===== config.mk =====
export PLATFORM = sky130hd
export DESIGN_NAME = mem_access_unit
export DESIGN_NICKNAME = d
export VERILOG_FILES = /design/src/rtl/mem_pkg.sv /design/src/rtl/mem_lane_align.sv /design/src/rtl/mem_access_unit.sv
export SDC_FILE = /design/constraint.sdc
export NUM_CORES = 1
export LEC_CHECK = 0
export ABC_AREA = 1
export CORE_MARGIN = 4
export CORE_UTILIZATION = 50
export DETAILED_ROUTE_END_ITERATION = 8
export PLACE_DENSITY = 0.81
export SYNTH_ARGS = -nofsm -noshare
export SYNTH_HDL_FRONTEND = slang
export SYNTH_SLANG_ARGS = --single-unit

===== constraint.sdc =====
create_clock -name clock -period 2.3 [get_ports clock]
set_input_delay 0.46 -clock clock [delete_from_list [all_inputs] [get_ports clock]]
set_output_delay 0.46 -clock clock [all_outputs]
set_load 0.02 [all_outputs]

===== src/rtl/mem_pkg.sv =====
// mem_pkg: encodings and helpers shared by the data-memory access unit.
//   DATA_W          memory word width (one 64-bit word per address index)
//   SIZE_B/H/W/D    request size encodings (byte, half, word, dword)
//   state_t         access-unit FSM states
//   is_aligned()    natural-alignment check of a byte offset for a given size
package mem_pkg;

  localparam int DATA_W = 64;

  localparam logic [1:0] SIZE_B = 2'b00;
  localparam logic [1:0] SIZE_H = 2'b01;
  localparam logic [1:0] SIZE_W = 2'b10;
  localparam logic [1:0] SIZE_D = 2'b11;

  typedef enum logic [2:0] {
    IDLE,
    RD,
    RD_WAIT,
    MERGE_WR,
    WR,
    RESP,
    ERR
  } state_t;

  function automatic logic is_aligned(input logic [2:0] offset, input logic [1:0] size);
    logic ok;
    case (size)
      SIZE_B:  ok = 1'b1;
      SIZE_H:  ok = (offset[0] == 1'b0);
      SIZE_W:  ok = (offset[1:0] == 2'b00);
      default: ok = (offset == 3'b000);
    endcase
    return ok;
  endfunction

endpackage


===== src/rtl/mem_lane_align.sv =====
// mem_lane_align: combinational byte-lane handling for one 64-bit memory word.
//   word     in   word read from memory
//   offset   in   byte offset of the access inside the word
//   size     in   access size (SIZE_B/H/W/D)
//   sgn      in   sign-extend (1) or zero-extend (0) the loaded value
//   wdata    in   store data, right-aligned
//   load_val out  selected lanes shifted down and extended to 64 bits
//   merged   out  word with the addressed lanes replaced by wdata
module mem_lane_align
  import mem_pkg::*;
(
  input  logic [DATA_W-1:0] word,
  input  logic [2:0]        offset,
  input  logic [1:0]        size,
  input  logic              sgn,
  input  logic [DATA_W-1:0] wdata,
  output logic [DATA_W-1:0] load_val,
  output logic [DATA_W-1:0] merged
);

  logic        [5:0]        sh;
  logic        [DATA_W-1:0] shifted;
  logic        [DATA_W-1:0] mask;
  logic signed [7:0]        b_s;
  logic signed [15:0]       h_s;
  logic signed [31:0]       w_s;

  always_comb begin
    sh       = {offset, 3'b000};
    shifted  = word >> sh;
    b_s      = shifted[7:0];
    h_s      = shifted[15:0];
    w_s      = shifted[31:0];
    mask     = '0;
    load_val = '0;
    case (size)
      SIZE_B: begin
        mask = 64'h0000_0000_0000_00FF;
        if (sgn) load_val = DATA_W'(b_s);
        else     load_val = DATA_W'(shifted[7:0]);
      end
      SIZE_H: begin
        mask = 64'h0000_0000_0000_FFFF;
        if (sgn) load_val = DATA_W'(h_s);
        else     load_val = DATA_W'(shifted[15:0]);
      end
      SIZE_W: begin
        mask = 64'h0000_0000_FFFF_FFFF;
        if (sgn) load_val = DATA_W'(w_s);
        else     load_val = DATA_W'(shifted[31:0]);
      end
      default: begin
        mask     = '1;
        load_val = shifted;
      end
    endcase
    // Bytes outside the addressed lanes keep the value that was read.
    merged = (word & ~(mask << sh)) | ((wdata << sh) & (mask << sh));
  end

endmodule


===== src/rtl/mem_access_unit.sv =====
// mem_access_unit: initiator side of the data-memory port for the MEM stage.
// Accepts one load/store at a time, drives the word-indexed memory and returns one
// response. Sub-word loads are lane-extracted and extended; sub-word stores are
// performed as read-modify-write. busy stalls the pipeline while a request is open.
//   clock, reset_n                    clock (rising edge), asynchronous active-low reset
//   req_valid/req_ready               request handshake (ready only in IDLE)
//   req_write/size/signed/addr/wdata  request fields
//   resp_valid/resp_rdata/resp_err    one-cycle response pulse, load data, misalignment flag
//   busy                              any state other than IDLE
//   mem_address/mem_write_data        word index and full write word (registered)
//   mem_MemWrite/mem_MemRead          one-cycle strobes
//   mem_read_data                     memory read data, valid RD_LATENCY cycles after MemRead
module mem_access_unit
  import mem_pkg::*;
#(
  parameter int RD_LATENCY = 0,
  parameter int AW         = 64
) (
  input  logic              clock,
  input  logic              reset_n,
  input  logic              req_valid,
  output logic              req_ready,
  input  logic              req_write,
  input  logic [1:0]        req_size,
  input  logic              req_signed,
  input  logic [AW-1:0]     req_addr,
  input  logic [DATA_W-1:0] req_wdata,
  output logic              resp_valid,
  output logic [DATA_W-1:0] resp_rdata,
  output logic              resp_err,
  output logic              busy,
  output logic [DATA_W-1:0] mem_address,
  output logic [DATA_W-1:0] mem_write_data,
  output logic              mem_MemWrite,
  output logic              mem_MemRead,
  input  logic [DATA_W-1:0] mem_read_data
);

  localparam int CNT_W  = (RD_LATENCY > 0) ? $clog2(RD_LATENCY + 1) : 1;
  localparam int LAST_I = (RD_LATENCY > 0) ? RD_LATENCY - 1 : 0;

  state_t             state;
  logic [CNT_W-1:0]   cnt;
  logic [2:0]         off_p1;
  logic [1:0]         size_p1;
  logic               sgn_p1;
  logic               wr_p1;
  logic [DATA_W-1:0]  wdata_p1;
  logic [DATA_W-1:0]  load_val;
  logic [DATA_W-1:0]  merged;
  logic               capture;

  mem_lane_align u_align (
    .word     (mem_read_data),
    .offset   (off_p1),
    .size     (size_p1),
    .sgn      (sgn_p1),
    .wdata    (wdata_p1),
    .load_val (load_val),
    .merged   (merged)
  );

  assign req_ready = (state == IDLE);
  assign busy      = (state != IDLE);

  // Read data is taken in the last cycle of the read window: RD itself when the
  // memory answers in the same cycle, otherwise the final RD_WAIT cycle.
  assign capture = ((state == RD) && (RD_LATENCY == 0)) ||
                   ((state == RD_WAIT) && (cnt == CNT_W'(LAST_I)));

  always_ff @(posedge clock or negedge reset_n) begin
    if (!reset_n) begin
      state          <= IDLE;
      cnt            <= '0;
      off_p1         <= '0;
      size_p1        <= '0;
      sgn_p1         <= 1'b0;
      wr_p1          <= 1'b0;
      wdata_p1       <= '0;
      resp_valid     <= 1'b0;
      resp_rdata     <= '0;
      resp_err       <= 1'b0;
      mem_address    <= '0;
      mem_write_data <= '0;
      mem_MemWrite   <= 1'b0;
      mem_MemRead    <= 1'b0;
    end else begin
      case (state)
        // Stage p0: accept and classify the request
        IDLE: begin
          if (req_valid) begin
            off_p1     <= req_addr[2:0];
            size_p1    <= req_size;
            sgn_p1     <= req_signed;
            wr_p1      <= req_write;
            wdata_p1   <= req_wdata;
            resp_rdata <= '0;
            resp_err   <= 1'b0;
            if (!is_aligned(req_addr[2:0], req_size)) begin
              resp_valid <= 1'b1;
              resp_err   <= 1'b1;
              state      <= ERR;
            end else begin
              mem_address <= DATA_W'(req_addr[AW-1:3]);
              if (req_write && (req_size == SIZE_D)) begin
                mem_write_data <= req_wdata;
                mem_MemWrite   <= 1'b1;
                state          <= WR;
              end else begin
                mem_MemRead <= 1'b1;
                state       <= RD;
              end
            end
          end
        end
        // Stage p1: memory read and latency wait
        RD, RD_WAIT: begin
          mem_MemRead <= 1'b0;
          if (capture) begin
            if (wr_p1) begin
              mem_write_data <= merged;
              mem_MemWrite   <= 1'b1;
              state          <= MERGE_WR;
            end else begin
              resp_valid <= 1'b1;
              resp_rdata <= load_val;
              state      <= RESP;
            end
          end else if (state == RD) begin
            cnt   <= '0;
            state <= RD_WAIT;
          end else begin
            cnt <= cnt + CNT_W'(1);
          end
        end
        // Stage p2: write strobe done, respond
        MERGE_WR, WR: begin
          mem_MemWrite <= 1'b0;
          resp_valid   <= 1'b1;
          state        <= RESP;
        end
        default: begin
          resp_valid <= 1'b0;
          resp_err   <= 1'b0;
          state      <= IDLE;
        end
      endcase
    end
  end

endmodule


## Yosys cells after proc, flatten, opt, wreduce, memory -nomap -nowiden

Cells that the tools add are included.

| word-level totals | value |
|---|---|
| memories kept | 0 |
| word-level logic and storage cells | 112 |
| RAM bits | 0 |
| flip-flop bits (word level) | 268 |
| bits in read-only memories | 0 |
| output and inout port bits | 198 |
| input port bits | 199 |
| latch bits | 0 |

| cells by class | value |
|---|---|
| equality and inequality tests | 18 |
| order comparisons | 0 |
| reductions and logical operators | 24 |
| muxes and demuxes | 44 |
| divide/modulo/power cells | 0 |
| add/subtract/negate cells | 1 |
| shift operators | 3 |
| multiply operators | 0 |
| bitwise operators | 8 |

Operator list:

| cell | number |
|---|---|
| 2-to-1 mux 64 bit | 11 |
| case mux 64 bit (3 select lines) | 2 |
| case mux 64 bit (2 select lines) | 2 |
| bitwise AND 64 bit | 2 |
| << shifter 64 x 6 -> 64 bit | 2 |
| inverter 64 bit | 1 |
| bitwise OR 64 bit | 1 |
| >> shifter 64 x 6 -> 64 bit | 1 |
| 2-to-1 mux 3 bit | 6 |
| 2-to-1 mux 1 bit | 17 |
| != test 2 bit (second input constant) | 6 |
| AND reduction 4 bit | 3 |
| AND reduction 6 bit | 2 |
| case mux 1 bit (3 select lines) | 3 |
| case mux 3 bit (3 select lines) | 1 |
| AND reduction 2 bit | 4 |
| equality test 2 bit (second input constant) | 3 |
| equality test 3 x 2 -> 1 bit (second input constant) | 2 |
| zero test 2 bit | 3 |
| zero test 3 bit | 2 |
| nonzero test 3 bit | 2 |
| equality test 2 x 1 -> 1 bit (second input constant) | 2 |
| != test 2 x 1 -> 1 bit (second input constant) | 2 |
| inverter 1 bit | 4 |
| 11 further kinds | 14 |

## Longest topological paths before layout

| depth | value |
|---|---|
| word-level depth | 9 |
| depth in mapped cells | 14 |
| mapped depth without buffers | 11 |

## Cells and area by module

Synthesis repeated with hierarchy kept, for this count alone.

| second synthesis, totals | value |
|---|---|
| cells, all modules | 2442 |
| area total of the unflattened synthesis | 16041.6 um2 |

Modules (own cells, without submodules):

| module | times used | cells each | area an instance (um2) |
|---|---|---|---|
| mem_access_unit | 1 | 1408 | 11410.9 |
| mem_lane_align | 1 | 1034 | 4630.7 |

## Worst setup path before layout

Ideal clock, no wire load.

| timing path | value |
|---|---|
| kind | reg2reg |
| start point | reg state[0] |
| end point | reg wdata_p1[42] |
| path slack | 0.550 ns |
| period minus slack after synthesis | 1.750 ns |
| buffers on the path | 1 |
| stages on the path, launching flop included | 8 |
| required time | 2.175 ns |
| arrival | 1.626 ns |
| cell sequence | dfrtp_1 > inv_2 > nand2_2 > nor2_4 > inv_2 > nor2_8 > buf_2 > mux2_2 |

| on the way | value |
|---|---|
| word-level cells in the longest chain between the ends | 2 |

RTL lines:

| what | RTL line | source |
|---|---|---|
| start: declaration | mem_access_unit.sv:42 | `state_t state;` |
| start signal: assignment | mem_access_unit.sv:73 | `state <= IDLE;` |
| start signal: assignment | mem_access_unit.sv:102 | `state <= ERR;` |
| start signal: assignment | mem_access_unit.sv:108 | `state <= WR;` |
| zero test 3 bit | - |  |
| via req_ready | mem_access_unit.sv:22 | `output logic req_ready,` |
| AND reduction 2 bit (no source line) | - |  |
| end signal: assignment | mem_access_unit.sv:96 | `wdata_p1 <= req_wdata;` |
| end: declaration | mem_access_unit.sv:48 | `logic [DATA_W-1:0] wdata_p1;` |

The timed path passes the listed nets, and every way through them passes these cells.
A chain may end at the register's enable or synchronous reset.

## Final worst setup path

| timing path | value |
|---|---|
| start point | reg state[1] |
| end point | out req_ready |

| on the way | value |
|---|---|
| word-level cells in the longest chain between the ends | 1 |

RTL lines:

| what | RTL line | source |
|---|---|---|
| zero test 3 bit | mem_access_unit.sv:63 | `assign req_ready = (state == IDLE);` |
| end: declaration | mem_access_unit.sv:22 |  |

Every way passes these cells.

==> results.cfg <==
[run_status]
status = complete, no violations

[timing]
drv_slew = 0
setup_tns_ps = 0
max_freq_mhz = 459
finalCritPeriodShare_pct = 94.8
min_period_ps = 2180
worstMarginPinSlew_ps = 702
grt_setup_unrepaired = no
slew_headroom_pct = 53.2
setup_violations = 0
setup_ws_ps = 120
skew_ps = 24.0
fin_hold_ws_ps = 440
finalHoldViolCount = 0

[worst_setup_path]
crit_path_end = req_ready
r2r_setup_slack_ps = 170
crit_path_start_kind = flop
crit_fanout = 6
r2r-end = resp_rdata[47]
endpoint_kind = output port
reg2reg_from = state[1]
cp.required_ps = 1840
r2r_cells = 9
critPathKind = reg2out
startpoint = state[1]
worstPathArrival_ps = 1720

[grt]
grt_pass1_vias = 16300
gr-total-overflow = 0
antenna_found_initial = 1
track_usage_pct = 36.5
grt_max_degree = 72
grt_pass1_wl_um = 97000

[floorplanning]
initial_utilization_pct = 51.1
dieArea_sq_um = 34500
ios = 397
chipHeight_um = 186
die_w_um = 186
coreArea_sq_um = 30900
placementRows = 64

[cts]
postCtsSetupRepairBufs = 0
tritoncts = built
cts-root-buf = clkbuf_16
clk_path_buf_depth = 3
clkSlewWorstSetupHoldPaths_ps = 60
cts.sinks = 268
cts_buffers = 29
h-tree-depth = 1
clk_latency_ps = 570

[power_and_ir_drop]
power.total_mw = 35.2
pwr-share-seq_pct = 23.8
cellLeakagePower_nw = 10.2
ir_drop_v = 0.000923
switching_share_pct = 48.7
p_sw_mw = 17.1
clkPwrFrac_pct = 14.5
power_frac_comb_pct = 61.8
p_int_mw = 18.1
p_per_area_nw_per_um2 = 1650

[drt]
drt-total-wl_um = 65300
vias = 16800
avgRoutedWirePerCell_um = 22.6
drtAntennaViolNets = 0
firstDrtPassIters = 7
avgViaCountPerCell = 5.80
drc = 0
drt_iter0_drc = 1794

[place]
hpwl_um = 49600
port_buffers = 393
place_congestion = 1.00
placed_area_sq_um = 20300
place_ws_ps = -26.0
dp_cells = 2836

[logic_synthesis]
synth_cells = 2114
yosysUniqueCellTypes = 38
yosysWarnings = 0
netlist_area_sq_um = 15800
synth_area_per_cell_sq_um = 7.48
ys_async_sr_fraction_pct = 100
ys_ff_latch = 268
ys_seq_area_share_pct = 42.4
synth_flop_cell = dfrtp_1
synth_edf_count = 0

[layout]
finalCoreUtilization_pct = 69.2
layout-drive-gt1-share_pct = 9.94
nets = 2671
syn_to_final_growth_pct = 35.2
fin_cells = 2892
design_area_sq_um = 21400

[job]
maxCapViolCount = 0

[worst_hold_path]
hold_class = in2async
[logic make-up (layout without fill, tap and decap cells)]
| family | Yosys count | count (layout) | share of synthesized area [%] |
|---|---|---|---|
| and+or+nand+nor | 1102 | 1102 | 28.3 |
| AOI/OAI and AO/OA | 409 | 409 | 14.9 |
| DFF | 268 | 268 | 42.4 |
| buffers and inverters | 256 | 635 | 7.59 |
| muxes | 78 | 78 | 6.84 |
| other | 1 | 4 | 0.0237 |
[sequential cells by signal, indices dropped and copies added, names as in the netlist]
signal	cells
mem_write_data	64
resp_rdata	64
wdata_p1	64
mem_address	61
off_p1	3
state	3
size_p1	2
cnt	1
mem_MemRead	1
mem_MemWrite	1
resp_err	1
resp_valid	1
sgn_p1	1
wr_p1	1
[critical path, stage by stage, from the launching register on]
cell           delay, ps
dfrtp_1              430
inv_2                 90
nand2_2               90
nor2_4               170
dlygate4sd2_1        390
[metal layers]
layer  vias to the layer above  wire length (um)  global-route usage [%]
met4                         0              3090                    14.2
met2                       934             31500                    60.5
li1                       7629                 -                       -
met3                       186              5450                    4.71
met5                         -                 0                       0
met1                      8012             25300                    49.1
[power groups by stage]
stage,clock network (mW),logic [mW],registers [mW]
2_1_floorplan,0,11.5,9.62
3_3_place_gp,0,21.1,8.26
3_5_place_dp,0,21.4,8.32
4_1_cts,5.14,21.5,8.31
5_1_grt,5.36,23.5,8.54
6_report,5.09,21.8,8.37
[how the worst min path moves through the flow]
stage | from | to | slack [ps] | cells after the start
5_1_grt | reset_n | mem_address[16] | 450 | 2
6_report | reset_n | mem_address[16] | 440 | 2
2_1_floorplan | reset_n | cnt | 160 | 0
3_5_place_dp | reset_n | mem_address[16] | 440 | 1
4_1_cts | reset_n | wdata_p1[48] | 440 | 2
3_3_place_gp | reset_n | mem_address[10] | 440 | 1
[layout by cell type, fill, tap and decap left out, drive strengths merged]
cell / synthesis / layout
nor2: 143 / 143
a21o: 1 / 1
clkinvlp: 0 / 2
dlygate4sd2: 0 / 1
nor3: 4 / 4
nand3: 162 / 162
nand3b: 1 / 1
o21ai: 207 / 207
buf: 111 / 79
mux2: 78 / 78
a22o: 1 / 1
diode: 0 / 1
or2: 2 / 2
nand2: 781 / 781
and2: 5 / 5
clkdlybuf4s50: 0 / 390
clkbuf: 36 / 40
conb: 1 / 3
dlygate4sd3: 0 / 1
dfrtp: 268 / 268
nand4: 4 / 4
o211ai: 70 / 70
o21bai: 32 / 32
a21oi: 85 / 85
o31ai: 13 / 13
bufinv: 0 / 4
clkinv: 0 / 9
inv: 109 / 109
[synthesized netlist by cell type (16+ instances only)]
master	n	share of area (%)
a21oi_1	83	2.6
buf_2	72	2.3
clkbuf_1	36	0.85
dfrtp_1	268	42
inv_1	92	2.2
inv_2	16	0.38
mux2_2	18	1.3
mux2_4	54	5.1
nand2_1	773	18
nand3_1	159	5.0
nor2_1	136	3.2
o211ai_1	70	3.3
o21ai_0	166	5.3
o21ai_1	40	1.3
o21bai_1	32	1.5
[what timing repair did]
item                                    in CTS  in global routing
endpoints found under the hold margin       50                  0
endpoints found under the setup margin       2                  9
hold buffers                                 1                  0
gates cloned                                 0                  0
gates resized for setup                      2                  3
[area by class of cell]
cell class                 instances  area, sq um
antenna                            1         2.50
multi-input combinational       1592         7920
tap                              396          495
sequential                       268         6710
clock buffer                      39          853
clock inverter                    15          203
inverter                         109          413
timing repair buffer             472         4780
fill                            2475         9530
(Power assumes the default switching activity.)
